[src/rtl/parking_gate_controller.sv]
// -----------------------------------------------------------------------------
// parking_gate_controller
// Lane controller in front of the parking occupancy counter. Two independent
// FSMs drive the entry and exit barriers from synchronised loop/beam/tag
// sensors and emit one clean car_entered / car_exited strobe per passage,
// with the car class held stable across the strobe's falling edge.
//
// Optional feature macro: GATE_TIMEOUT_EN
//   When defined, an open gate that sees no passage within TIMEOUT_CYCLES
//   closes, pulses gate_timeout and reports nothing. When undefined, an open
//   gate waits indefinitely and gate_timeout is tied low.
// -----------------------------------------------------------------------------
module parking_gate_controller #(
    parameter int PULSE_CYCLES   = 4,
    parameter int TIMEOUT_CYCLES = 1000,
    parameter int SYNC_STAGES    = 2
) (
    input  logic clk,
    input  logic rst_n,
    input  logic in_arrive,
    input  logic in_is_uni,
    input  logic in_passed,
    input  logic out_arrive,
    input  logic out_is_uni,
    input  logic out_passed,
    input  logic uni_is_vacated_space,
    input  logic is_vacated_space,
    output logic gate_in_open,
    output logic gate_out_open,
    output logic car_entered,
    output logic is_uni_car_entered,
    output logic car_exited,
    output logic is_uni_car_exited,
    output logic entry_denied,
    output logic gate_timeout
);

    // Reject parameter values the 4-bit strobe counter or the lane logic
    // cannot honour.
    generate
        if (PULSE_CYCLES < 1 || PULSE_CYCLES > 15 || SYNC_STAGES < 1 || TIMEOUT_CYCLES < 1) begin : g_badParams
            $error("parking_gate_controller: illegal parameter value");
        end
    endgenerate

    localparam int NUM_SYNC = 6;
    localparam logic [3:0] PULSE_LAST = 4'(PULSE_CYCLES - 1);

    typedef enum logic [2:0] {
        IN_IDLE,
        IN_CHECK,
        IN_OPEN,
        IN_PASS,
        IN_REPORT,
        IN_HOLD,
        IN_WAIT_LEAVE
    } entryState_t;

    typedef enum logic [2:0] {
        OUT_IDLE,
        OUT_OPEN,
        OUT_PASS,
        OUT_REPORT,
        OUT_HOLD,
        OUT_WAIT_LEAVE
    } exitState_t;

    // Synchroniser chain, bit order matches w_rawSensors below.
    logic [SYNC_STAGES-1:0][NUM_SYNC-1:0] r_syncChain;
    logic [NUM_SYNC-1:0] w_rawSensors;

    logic w_inArriveS;
    logic w_inIsUniS;
    logic w_inPassedS;
    logic w_outArriveS;
    logic w_outIsUniS;
    logic w_outPassedS;

    // Entry lane state
    entryState_t r_inState;
    entryState_t w_inNext;
    logic        r_inCls;
    logic [3:0]  r_inPulseCnt;
    logic        r_inPassedQ;
    logic        w_inPassedRise;
    logic        w_inVacancy;
    logic        w_entryDenied;

    // Exit lane state
    exitState_t  r_outState;
    exitState_t  w_outNext;
    logic        r_outCls;
    logic [3:0]  r_outPulseCnt;
    logic        r_outPassedQ;
    logic        w_outPassedRise;

`ifdef GATE_TIMEOUT_EN
    localparam int TIMEOUT_W = $clog2(TIMEOUT_CYCLES + 1);
    localparam logic [TIMEOUT_W-1:0] TIMEOUT_LAST = TIMEOUT_W'(TIMEOUT_CYCLES - 1);

    logic [TIMEOUT_W-1:0] r_inWaitCnt;
    logic [TIMEOUT_W-1:0] r_outWaitCnt;
    logic                 r_inTimeout;
    logic                 r_outTimeout;
`endif

    assign w_rawSensors = {out_passed, out_is_uni, out_arrive, in_passed, in_is_uni, in_arrive};

    // Bring every lane sensor and tag into the clock domain before any FSM looks at it.
    always_ff @(posedge clk or negedge rst_n) begin
        if (!rst_n) begin
            r_syncChain <= '0;
        end else begin
            r_syncChain[0] <= w_rawSensors;
            for (int i = 1; i < SYNC_STAGES; i++) begin
                r_syncChain[i] <= r_syncChain[i-1];
            end
        end
    end

    assign w_inArriveS  = r_syncChain[SYNC_STAGES-1][0];
    assign w_inIsUniS   = r_syncChain[SYNC_STAGES-1][1];
    assign w_inPassedS  = r_syncChain[SYNC_STAGES-1][2];
    assign w_outArriveS = r_syncChain[SYNC_STAGES-1][3];
    assign w_outIsUniS  = r_syncChain[SYNC_STAGES-1][4];
    assign w_outPassedS = r_syncChain[SYNC_STAGES-1][5];

    // Delayed beam copies so OPEN reacts to a fresh beam break, not a stale level.
    always_ff @(posedge clk or negedge rst_n) begin
        if (!rst_n) begin
            r_inPassedQ  <= 1'b0;
            r_outPassedQ <= 1'b0;
        end else begin
            r_inPassedQ  <= w_inPassedS;
            r_outPassedQ <= w_outPassedS;
        end
    end

    assign w_inPassedRise  = w_inPassedS  & ~r_inPassedQ;
    assign w_outPassedRise = w_outPassedS & ~r_outPassedQ;

    // The vacancy flag that matters is picked by the class latched at arrival.
    assign w_inVacancy = r_inCls ? uni_is_vacated_space : is_vacated_space;

    // ------------------------------------------------------------------ entry

    // Entry lane state register.
    always_ff @(posedge clk or negedge rst_n) begin
        if (!rst_n) begin
            r_inState <= IN_IDLE;
        end else begin
            r_inState <= w_inNext;
        end
    end

    // Entry lane next-state: vacancy check, passage tracking and strobe sequencing.
    always_comb begin
        w_inNext      = r_inState;
        w_entryDenied = 1'b0;
        case (r_inState)
            IN_IDLE: begin
                if (w_inArriveS) begin
                    w_inNext = IN_CHECK;
                end
            end
            IN_CHECK: begin
                if (w_inVacancy) begin
                    w_inNext = IN_OPEN;
                end else begin
                    w_entryDenied = 1'b1;
                    w_inNext      = IN_WAIT_LEAVE;
                end
            end
            IN_OPEN: begin
                if (w_inPassedRise) begin
                    w_inNext = IN_PASS;
                end
`ifdef GATE_TIMEOUT_EN
                else if (r_inWaitCnt == TIMEOUT_LAST) begin
                    w_inNext = IN_WAIT_LEAVE;
                end
`endif
            end
            IN_PASS: begin
                if (!w_inPassedS) begin
                    w_inNext = IN_REPORT;
                end
            end
            IN_REPORT: begin
                if (r_inPulseCnt == PULSE_LAST) begin
                    w_inNext = IN_HOLD;
                end
            end
            IN_HOLD: begin
                w_inNext = IN_WAIT_LEAVE;
            end
            IN_WAIT_LEAVE: begin
                if (!w_inArriveS) begin
                    w_inNext = IN_IDLE;
                end
            end
            default: begin
                w_inNext = IN_IDLE;
            end
        endcase
    end

    // Capture the entering car's class at arrival and time the entry strobe.
    always_ff @(posedge clk or negedge rst_n) begin
        if (!rst_n) begin
            r_inCls      <= 1'b0;
            r_inPulseCnt <= 4'd0;
        end else begin
            if (r_inState == IN_IDLE && w_inArriveS) begin
                r_inCls <= w_inIsUniS;
            end
            r_inPulseCnt <= (r_inState == IN_REPORT) ? r_inPulseCnt + 4'd1 : 4'd0;
        end
    end

    assign gate_in_open       = (r_inState == IN_OPEN) || (r_inState == IN_PASS);
    assign car_entered        = (r_inState == IN_REPORT);
    assign is_uni_car_entered = r_inCls && ((r_inState == IN_REPORT) || (r_inState == IN_HOLD));
    assign entry_denied       = w_entryDenied;

    // ------------------------------------------------------------------- exit

    // Exit lane state register.
    always_ff @(posedge clk or negedge rst_n) begin
        if (!rst_n) begin
            r_outState <= OUT_IDLE;
        end else begin
            r_outState <= w_outNext;
        end
    end

    // Exit lane next-state: every exit is admitted and reported.
    always_comb begin
        w_outNext = r_outState;
        case (r_outState)
            OUT_IDLE: begin
                if (w_outArriveS) begin
                    w_outNext = OUT_OPEN;
                end
            end
            OUT_OPEN: begin
                if (w_outPassedRise) begin
                    w_outNext = OUT_PASS;
                end
`ifdef GATE_TIMEOUT_EN
                else if (r_outWaitCnt == TIMEOUT_LAST) begin
                    w_outNext = OUT_WAIT_LEAVE;
                end
`endif
            end
            OUT_PASS: begin
                if (!w_outPassedS) begin
                    w_outNext = OUT_REPORT;
                end
            end
            OUT_REPORT: begin
                if (r_outPulseCnt == PULSE_LAST) begin
                    w_outNext = OUT_HOLD;
                end
            end
            OUT_HOLD: begin
                w_outNext = OUT_WAIT_LEAVE;
            end
            OUT_WAIT_LEAVE: begin
                if (!w_outArriveS) begin
                    w_outNext = OUT_IDLE;
                end
            end
            default: begin
                w_outNext = OUT_IDLE;
            end
        endcase
    end

    // Capture the leaving car's class at arrival and time the exit strobe.
    always_ff @(posedge clk or negedge rst_n) begin
        if (!rst_n) begin
            r_outCls      <= 1'b0;
            r_outPulseCnt <= 4'd0;
        end else begin
            if (r_outState == OUT_IDLE && w_outArriveS) begin
                r_outCls <= w_outIsUniS;
            end
            r_outPulseCnt <= (r_outState == OUT_REPORT) ? r_outPulseCnt + 4'd1 : 4'd0;
        end
    end

    assign gate_out_open     = (r_outState == OUT_OPEN) || (r_outState == OUT_PASS);
    assign car_exited        = (r_outState == OUT_REPORT);
    assign is_uni_car_exited = r_outCls && ((r_outState == OUT_REPORT) || (r_outState == OUT_HOLD));

    // ---------------------------------------------------------------- timeout

`ifdef GATE_TIMEOUT_EN
    // Count cycles spent waiting in OPEN on each lane; any other state clears the count.
    always_ff @(posedge clk or negedge rst_n) begin
        if (!rst_n) begin
            r_inWaitCnt  <= '0;
            r_outWaitCnt <= '0;
        end else begin
            r_inWaitCnt  <= (r_inState  == IN_OPEN)  ? r_inWaitCnt  + TIMEOUT_W'(1) : '0;
            r_outWaitCnt <= (r_outState == OUT_OPEN) ? r_outWaitCnt + TIMEOUT_W'(1) : '0;
        end
    end

    // Flag an abort in the first cycle after the gate has closed.
    always_ff @(posedge clk or negedge rst_n) begin
        if (!rst_n) begin
            r_inTimeout  <= 1'b0;
            r_outTimeout <= 1'b0;
        end else begin
            r_inTimeout  <= (r_inState  == IN_OPEN)  && (w_inNext  == IN_WAIT_LEAVE);
            r_outTimeout <= (r_outState == OUT_OPEN) && (w_outNext == OUT_WAIT_LEAVE);
        end
    end

    assign gate_timeout = r_inTimeout | r_outTimeout;
`else
    assign gate_timeout = 1'b0;
`endif

endmodule

[config.mk]
export PLATFORM = sky130hd
export DESIGN_NAME = parking_gate_controller
export DESIGN_NICKNAME = d
export VERILOG_FILES = /design/src/rtl/parking_gate_controller.sv
export SDC_FILE = /design/constraint.sdc
export NUM_CORES = 1
export LEC_CHECK = 0
export CELL_PAD_IN_SITES_DETAIL_PLACEMENT = 2
export CELL_PAD_IN_SITES_GLOBAL_PLACEMENT = 2
export CORE_MARGIN = 10
export CORE_UTILIZATION = 35
export CTS_CLUSTER_DIAMETER = 40
export DETAILED_ROUTE_END_ITERATION = 8
export PLACE_DENSITY = 0.74
export SETUP_SLACK_MARGIN = 0.15
export SLEW_MARGIN = 20
export SYNTH_ARGS = -nofsm -noshare
export SYNTH_HDL_FRONTEND = slang
export SYNTH_SLANG_ARGS = --single-unit
export TNS_END_PERCENT = 30
[constraint.sdc]
create_clock -name clk -period 1.7 [get_ports clk]
set_clock_uncertainty 0.05 [all_clocks]
set_input_delay 0.425 -clock clk [delete_from_list [all_inputs] [get_ports clk]]
set_output_delay 0.425 -clock clk [all_outputs]
set_load 0.03 [all_outputs]
==> results.toml, run 1 <==
[sta]
rsz0062_at_grt = "true"
finalWorstSetupSlack_ns = -0.132
final.hold.worst_slack_ns = 0.310
finalWorstPathRequiredPeriod_ns = 1.83
final_setup_tns_ns = -0.454
max_freq_ghz = 0.546
slew_violations = 0
finalSetupViolCount = 7
layout_worst_path_cycle_share = 1.08
hold_violations = 0

[route]
dr.pass1.iters = 3
route.detailed.drc = 0
avgViaCountPerCell = 4.81
detail-route-antenna-nets = 0
vias = 934
route.final.wire_length_mm = 3.27
wire_per_inst_um = 16.9
drt_first_iter_violations = 15

[logic_synthesis]
synth_edf_count = 0
synth.top_cells.by_area = "dfrtp_1, nor2_1, o21ai_0"
gate_count_of_the_mapped_netlist = 109
synthTopCellsByCount = "dfrtp_1, nor2_1, o21ai_0"
synth.cell_area_um2 = 1270
synth_seq_area_share = 0.593
synth_top_area_cell = "dfrtp_1"
synth_seq_cells = 30
synth-warning-count = 0
post_synth.cell_area_avg_um2 = 11.6
synth_most_common_cell = "dfrtp_1"
synth_top_area_frac = 0.593
synth_nets = 121
synthFlopType = "dfrtp_1"
synth_cell_types = 40
synth-async-reset-ratio = 1.00

[min_path]
hold_path.startpoint = "r_syncChain[1]"
worstHoldPathType = "reg -> reg"

[final_layout]
layout.area.seq_um2 = 754
final_area_um2 = 1720
final_cells = 194
n_antenna_cell = 0
num-fill-cells = 365
multi_input_area_um2 = 493
layout.nets = 159
layout-drive-gt1-share = 0.385
area_delta_synth_final_pct = 36.1

[floorplanning]
core_footprint_um2 = 3420
floorplan.io_pins = 18
die_h_um = 80.1
chipWidth_um = 80.1
initial_utilization = 0.371
placementRows = 21
die_area_um2 = 6420

[outcome]
violations = "negative setup slack"
status = "finished with violations"

[power_and_ir_drop]
p_per_area_nw_per_um2 = 1650
vdd_drop_max_mv = 0.681
total_leakage_power_nw = 0.791

[worst_setup_path]
origin_of_the_worst_setup_path = "r_inState[1]"
setup.worst_path.class = "reg -> out"
worstPathArrival_ns = 1.36
crit_fanout = 3
critPathRequiredTime_ns = 1.22
cp-start-kind = "register"
critical_path.reg2reg.startpoint = "r_inState[2]"
crit_path_end_kind = "primary output"

[clock_tree]
clock_latency_ns = 0.33
root_buffer = "clkbuf_4"
cts_buffers = 5
clock_tree_from_tritoncts = "done"
cts.path.max_buffers = 2
numClockSinks = 30
clk_pin_slew_ns = 0.09
htree_num_levels = 2

[flow_run]
cap_violations = 0

[global_route]
grt.total_usage = 0.107
first_global_vias = 1041
pin_count_of_the_biggest_net_entering_global_routing = 31
grt_pass1_wl_mm = 5.33
number_of_antenna_violations_at_the_first_check_in_global_routing = 0
grt.overflow.total = 0

[placed_design]
dp.final_hpwl_mm = 2.06
io_port_bufs = 16
post_placement_cell_area_um2 = 1490
gpl.final_weighted_congestion = 0.723
post-place-cells = 171
-- sequential cells by signal (all words and copies together), names as in the netlist --
name / count
r_syncChain: 12
r_inPassedQ: 1
r_outPulseCnt: 4
r_outCls: 1
r_inCls: 1
r_inPulseCnt: 4
r_outPassedQ: 1
r_inState: 3
r_outState: 3
-- critical path, cell delays in order, from the launching register on --
cell and delay, ns:
dfrtp_2 0.42, nand2b_4 0.15, or2_4 0.26, inv_4 0.07, buf_6 0.12
-- cell type report --
cell class,count,area share
multi-input combinational,68,0.286
timing repair buffer,37,0.192
inverter,5,0.0138
clock buffer,6,0.0298
clock inverter,2,0.00726
tap,46,0.0334
sequential,30,0.438
-- placed cells by master, fill, tap and decap left out, types with 2 or more instances in the layout --
cell             synthesis  final
mux2_2                   2      2
nand3_1                  4      3
clkbuf_4                 0      5
buf_4                    3     20
clkdlybuf4s50_1          0      9
dfrtp_1                 30     27
nor3_1                   2      2
nand2_1                  5      5
a21oi_1                  3      3
xnor2_1                  3      3
nor2_1                  13     12
buf_6                    1      8
ha_1                     2      2
mux2i_1                  2      2
inv_1                    4      2
dfrtp_2                  0      3
inv_4                    0      2
xor2_1                   2      2
o21ai_0                  6      6
and2_1                   2      2
-- timing repair --
| item | 4_1_cts | 5_1_grt |
|---|---|---|
| pin swaps | 3 | 2 |
| hold buffers | 0 | 0 |
| gates resized for setup | 9 | 9 |
| endpoints found under the setup margin | 8 | 10 |
| setup buffers | 5 | 10 |
-- per-stage QoR --
stage / power (W) / setup WS, ns / util
after floorplan: 0.00172 / 0.131 / -
after global placement: 0.00197 / -0.0509 / 0.437
after detailed placement: 0.00205 / -0.136 / 0.437
after CTS: 0.00265 / -0.162 / 0.473
after global routing: 0.00305 / -0.201 / 0.504
final: 0.00284 / -0.132 / 0.504
-- metal layers --
layer,track usage,up-vias,share of wire
li1,-,437,-
met1,0.118,477,0.41
met2,0.185,15,0.52
met3,0.0401,5,0.045
met4,0.0370,0,0.015
met5,0,-,0
-- kinds of logic (layout without fill, tap and decap cells) --
| family | Yosys count | in the layout | share of synthesized area |
|---|---|---|---|
| DFF | 30 | 30 | 0.593 |
| muxes | 5 | 5 | 0.0455 |
| AOI/OAI and AO/OA | 17 | 17 | 0.0880 |
| xor gates and xnor gates | 5 | 5 | 0.0346 |
| and+or+nand+nor | 38 | 38 | 0.169 |
| adders and majority gates | 2 | 2 | 0.0198 |
| other | 1 | 1 | 0.00296 |
| buffers and inverters | 11 | 50 | 0.0474 |
-- where the power goes --
| part | switching [W] | internal, W | total (W) |
|---|---|---|---|
| Combinational | 0.000681 | 0.000713 | 0.00139 |
| Clock | 0.000262 | 0.000199 | 0.000461 |
| Sequential | 0.000138 | 0.000848 | 0.000986 |
| Total | 0.00108 | 0.00176 | 0.00284 |
-- worst paths after layout --
| check | end | slack (ns) | cells past startpoint |
|---|---|---|---|
| setup / recovery | car_entered | -0.13 | 4 |
| hold / removal | r_syncChain[7] | 0.31 | 0 |
| setup reg to reg | r_inState[2] | 0.06 | 5 |
| hold reg to reg | r_syncChain[7] | 0.31 | 0 |
| max in group asynchronous | r_inState[2] | 0.88 | 2 |
| min in group asynchronous | r_inState[1] | 0.42 | 2 |
No activity file was read; power rests on OpenSTA's default activity.
==> run 2: changes to the inputs <==
--- a/config.mk
+++ b/config.mk
@@ -11,9 +11,10 @@
 export CORE_UTILIZATION = 35
 export CTS_CLUSTER_DIAMETER = 40
 export DETAILED_ROUTE_END_ITERATION = 8
+export GPL_ROUTABILITY_DRIVEN = 0
 export PLACE_DENSITY = 0.74
 export SETUP_SLACK_MARGIN = 0.15
-export SLEW_MARGIN = 20
+export SLEW_MARGIN = 30
 export SYNTH_ARGS = -nofsm -noshare
 export SYNTH_HDL_FRONTEND = slang
 export SYNTH_SLANG_ARGS = --single-unit
==> results of run 2 <==
No change in the layout: final DEF, timing and power equal those of run 1.
==> run 3: changes to the inputs <==
--- a/config.mk
+++ b/config.mk
@@ -7,7 +7,7 @@
 export LEC_CHECK = 0
 export CELL_PAD_IN_SITES_DETAIL_PLACEMENT = 2
 export CELL_PAD_IN_SITES_GLOBAL_PLACEMENT = 2
-export CORE_MARGIN = 10
+export CORE_MARGIN = 5
 export CORE_UTILIZATION = 35
 export CTS_CLUSTER_DIAMETER = 40
 export DETAILED_ROUTE_END_ITERATION = 8
==> run 3 against run 2 <==
Net effect:
- the run still ends with negative setup slack left
- flip-flop and latch count unchanged
- via count decreased by 1.2%
- utilization is 0.92 points lower
- first-iteration DRC count up 47%
- largest power group unchanged
- highest routed layer unchanged
==> results.toml, run 3 (same netlist as run 1, synthesis figures left out) <==
[outcome]
status = "finished with violations"
violations = "negative setup slack"

[power_and_ir_drop]
power.share.combinational = 0.482
total_leakage_power_nw = 0.779
power.share.clock = 0.164
internal_power_w = 0.00170
switchingPower_w = 0.00108
power.total_w = 0.00279
p_per_area_nw_per_um2 = 1650
netSwitchingFraction = 0.389
seq_power_share = 0.355
vdd_drop_max_mv = 0.640

[worst_setup_path]
worst_path_largest_cell_delay_ns = 0.44
crit_fanout = 3
crit_path_end_kind = "primary output"
setup.reg_to_reg.worst_slack_ns = -0.01
critPathRequiredTime_ns = 1.22
worstPathArrival_ns = 1.36
setup.worst_path.class = "reg -> out"
cp-start-kind = "register"
cp_slowest_cell = "dfrtp_2"
worstPathCellList = "nand2b_4 -> or2_4 -> inv_4 -> buf_6"

[route]
detail-route-antenna-nets = 0
dr.pass1.iters = 4
route.final.wire_length_mm = 3.34
avgViaCountPerCell = 4.91
vias = 923
route.detailed.drc = 0
drt_first_iter_violations = 22
wire_per_inst_um = 17.8

[floorplanning]
core_footprint_um2 = 3420
die_area_um2 = 4920
initial_utilization = 0.371
floorplan.io_pins = 18
placementRows = 21
die_h_um = 70.1
chipWidth_um = 70.1

[sta]
slew_violations = 0
max_freq_ghz = 0.545
finalSetupViolCount = 8
finalWorstSetupSlack_ns = -0.134
final.hold.worst_slack_ns = 0.306
layout_worst_path_cycle_share = 1.08
rsz0062_at_grt = "true"
finalWorstPathRequiredPeriod_ns = 1.83
hold_violations = 0

[final_layout]
area_delta_synth_final_pct = 33.6
layout.nets = 153
register_bank_with_the_most_flops = "r_syncChain"
utilization = 0.495
n_antenna_cell = 0
largest_reg_flops = 12
largestRegisters = "r_syncChain (12), r_inPulseCnt (4), r_outPulseCnt (4)"
most-common-layout-cells = "dfrtp_1, buf_4, nor2_1"
mostFrequentLayoutCell = "dfrtp_1"
num-fill-cells = 364
layout-drive-gt1-share = 0.366

[clock_tree]
cts.path.max_buffers = 2
cts.hold.buffers_added = 0
clk_pin_slew_ns = 0.09
clock_tree_from_tritoncts = "done"
root_buffer = "clkbuf_4"
cts_buffers = 5
htree_num_levels = 2
clock_latency_ns = 0.33
numClockSinks = 30

[placed_design]
place_worst_setup_slack_ns = -0.125
io_port_bufs = 16
dp.final_hpwl_mm = 2.05

[global_route]
grt.overflow.total = 0
pin_count_of_the_biggest_net_entering_global_routing = 31
grt.total_usage = 0.139
first_global_vias = 1019
number_of_antenna_violations_at_the_first_check_in_global_routing = 0
grt_pass1_wl_mm = 5.16

[min_path]
worstHoldPathType = "reg -> reg"

[flow_run]
cap_violations = 0
run 3: cell count changes in the layout (fill, tap and decap cells not counted), sizes merged:
| cell | delta |
|---|---|
| dlymetal6s2s | +2 |
| buf | -6 |
| clkdlybuf4s50 | -2 |
run 3: area by class of cell:
cell class                      instances  area [µm²]  share of cell area
Sequential cell                        30         754               0.446
Multi-Input combinational cell         68         504               0.298
Timing Repair Buffer                   31         290               0.172
Tap cell                               46        57.6              0.0340
Clock buffer                            6        51.3              0.0303
Inverter                                5        21.3              0.0126
Clock inverter                          2        12.5             0.00740
run 3: power by group through the flow:
stage	registers, W	clock network, W	logic (W)
global route	0.00101	0.000513	0.00143
detailed placement	0.00102	0	0.00103
finish	0.000988	0.000456	0.00134
global placement	0.00101	0	0.000958
CTS	0.000974	0.000477	0.00125
floorplan	0.000909	0	0.000813
run 3: per-layer routing:
layer  vias to the layer above  wire, µm  track usage
li1                        425         -            -
met1                       474      1330        0.144
met2                        17      1820        0.251
met3                         7       124       0.0488
met4                         0        68       0.0574
met5                         -         0            0
run 3: timing repair:
action                     4_1_cts  5_1_grt
setup endpoints to repair        8       11
pin swaps                        3        3
resized for setup                9       12
gates cloned                     0        0
setup buffers                    9        0
run 3: path summary, 6_finish.rpt:
kind | cells past startpoint | startpoint | end
setup / recovery | 4 | r_inState[1] | car_entered
hold reg to reg | 0 | r_syncChain[1] | r_syncChain[7]
setup reg to reg | 5 | r_inState[2] | r_inState[2]
min in group asynchronous | 2 | rst_n | r_outPassedQ
hold / removal | 0 | r_syncChain[1] | r_syncChain[7]
max in group asynchronous | 2 | rst_n | r_inState[1]
run 3: critical path, delay by kind of cell, from the launching register on:
kind | cells | cell delay [ns]
buf+inv | 2 | 0.18
flops | 1 | 0.44
simple gates | 2 | 0.42
run 3: metrics by stage:
stage / TNS, ns / area [µm²] / cells
2_1_floorplan: 0 / 1290 / 109
3_3_place_gp: -0.0481 / 1490 / 171
3_5_place_dp: -0.125 / 1490 / 171
4_1_cts: -0.727 / 1650 / 188
5_1_grt: -0.981 / 1690 / 188
6_report: -0.551 / 1690 / 188
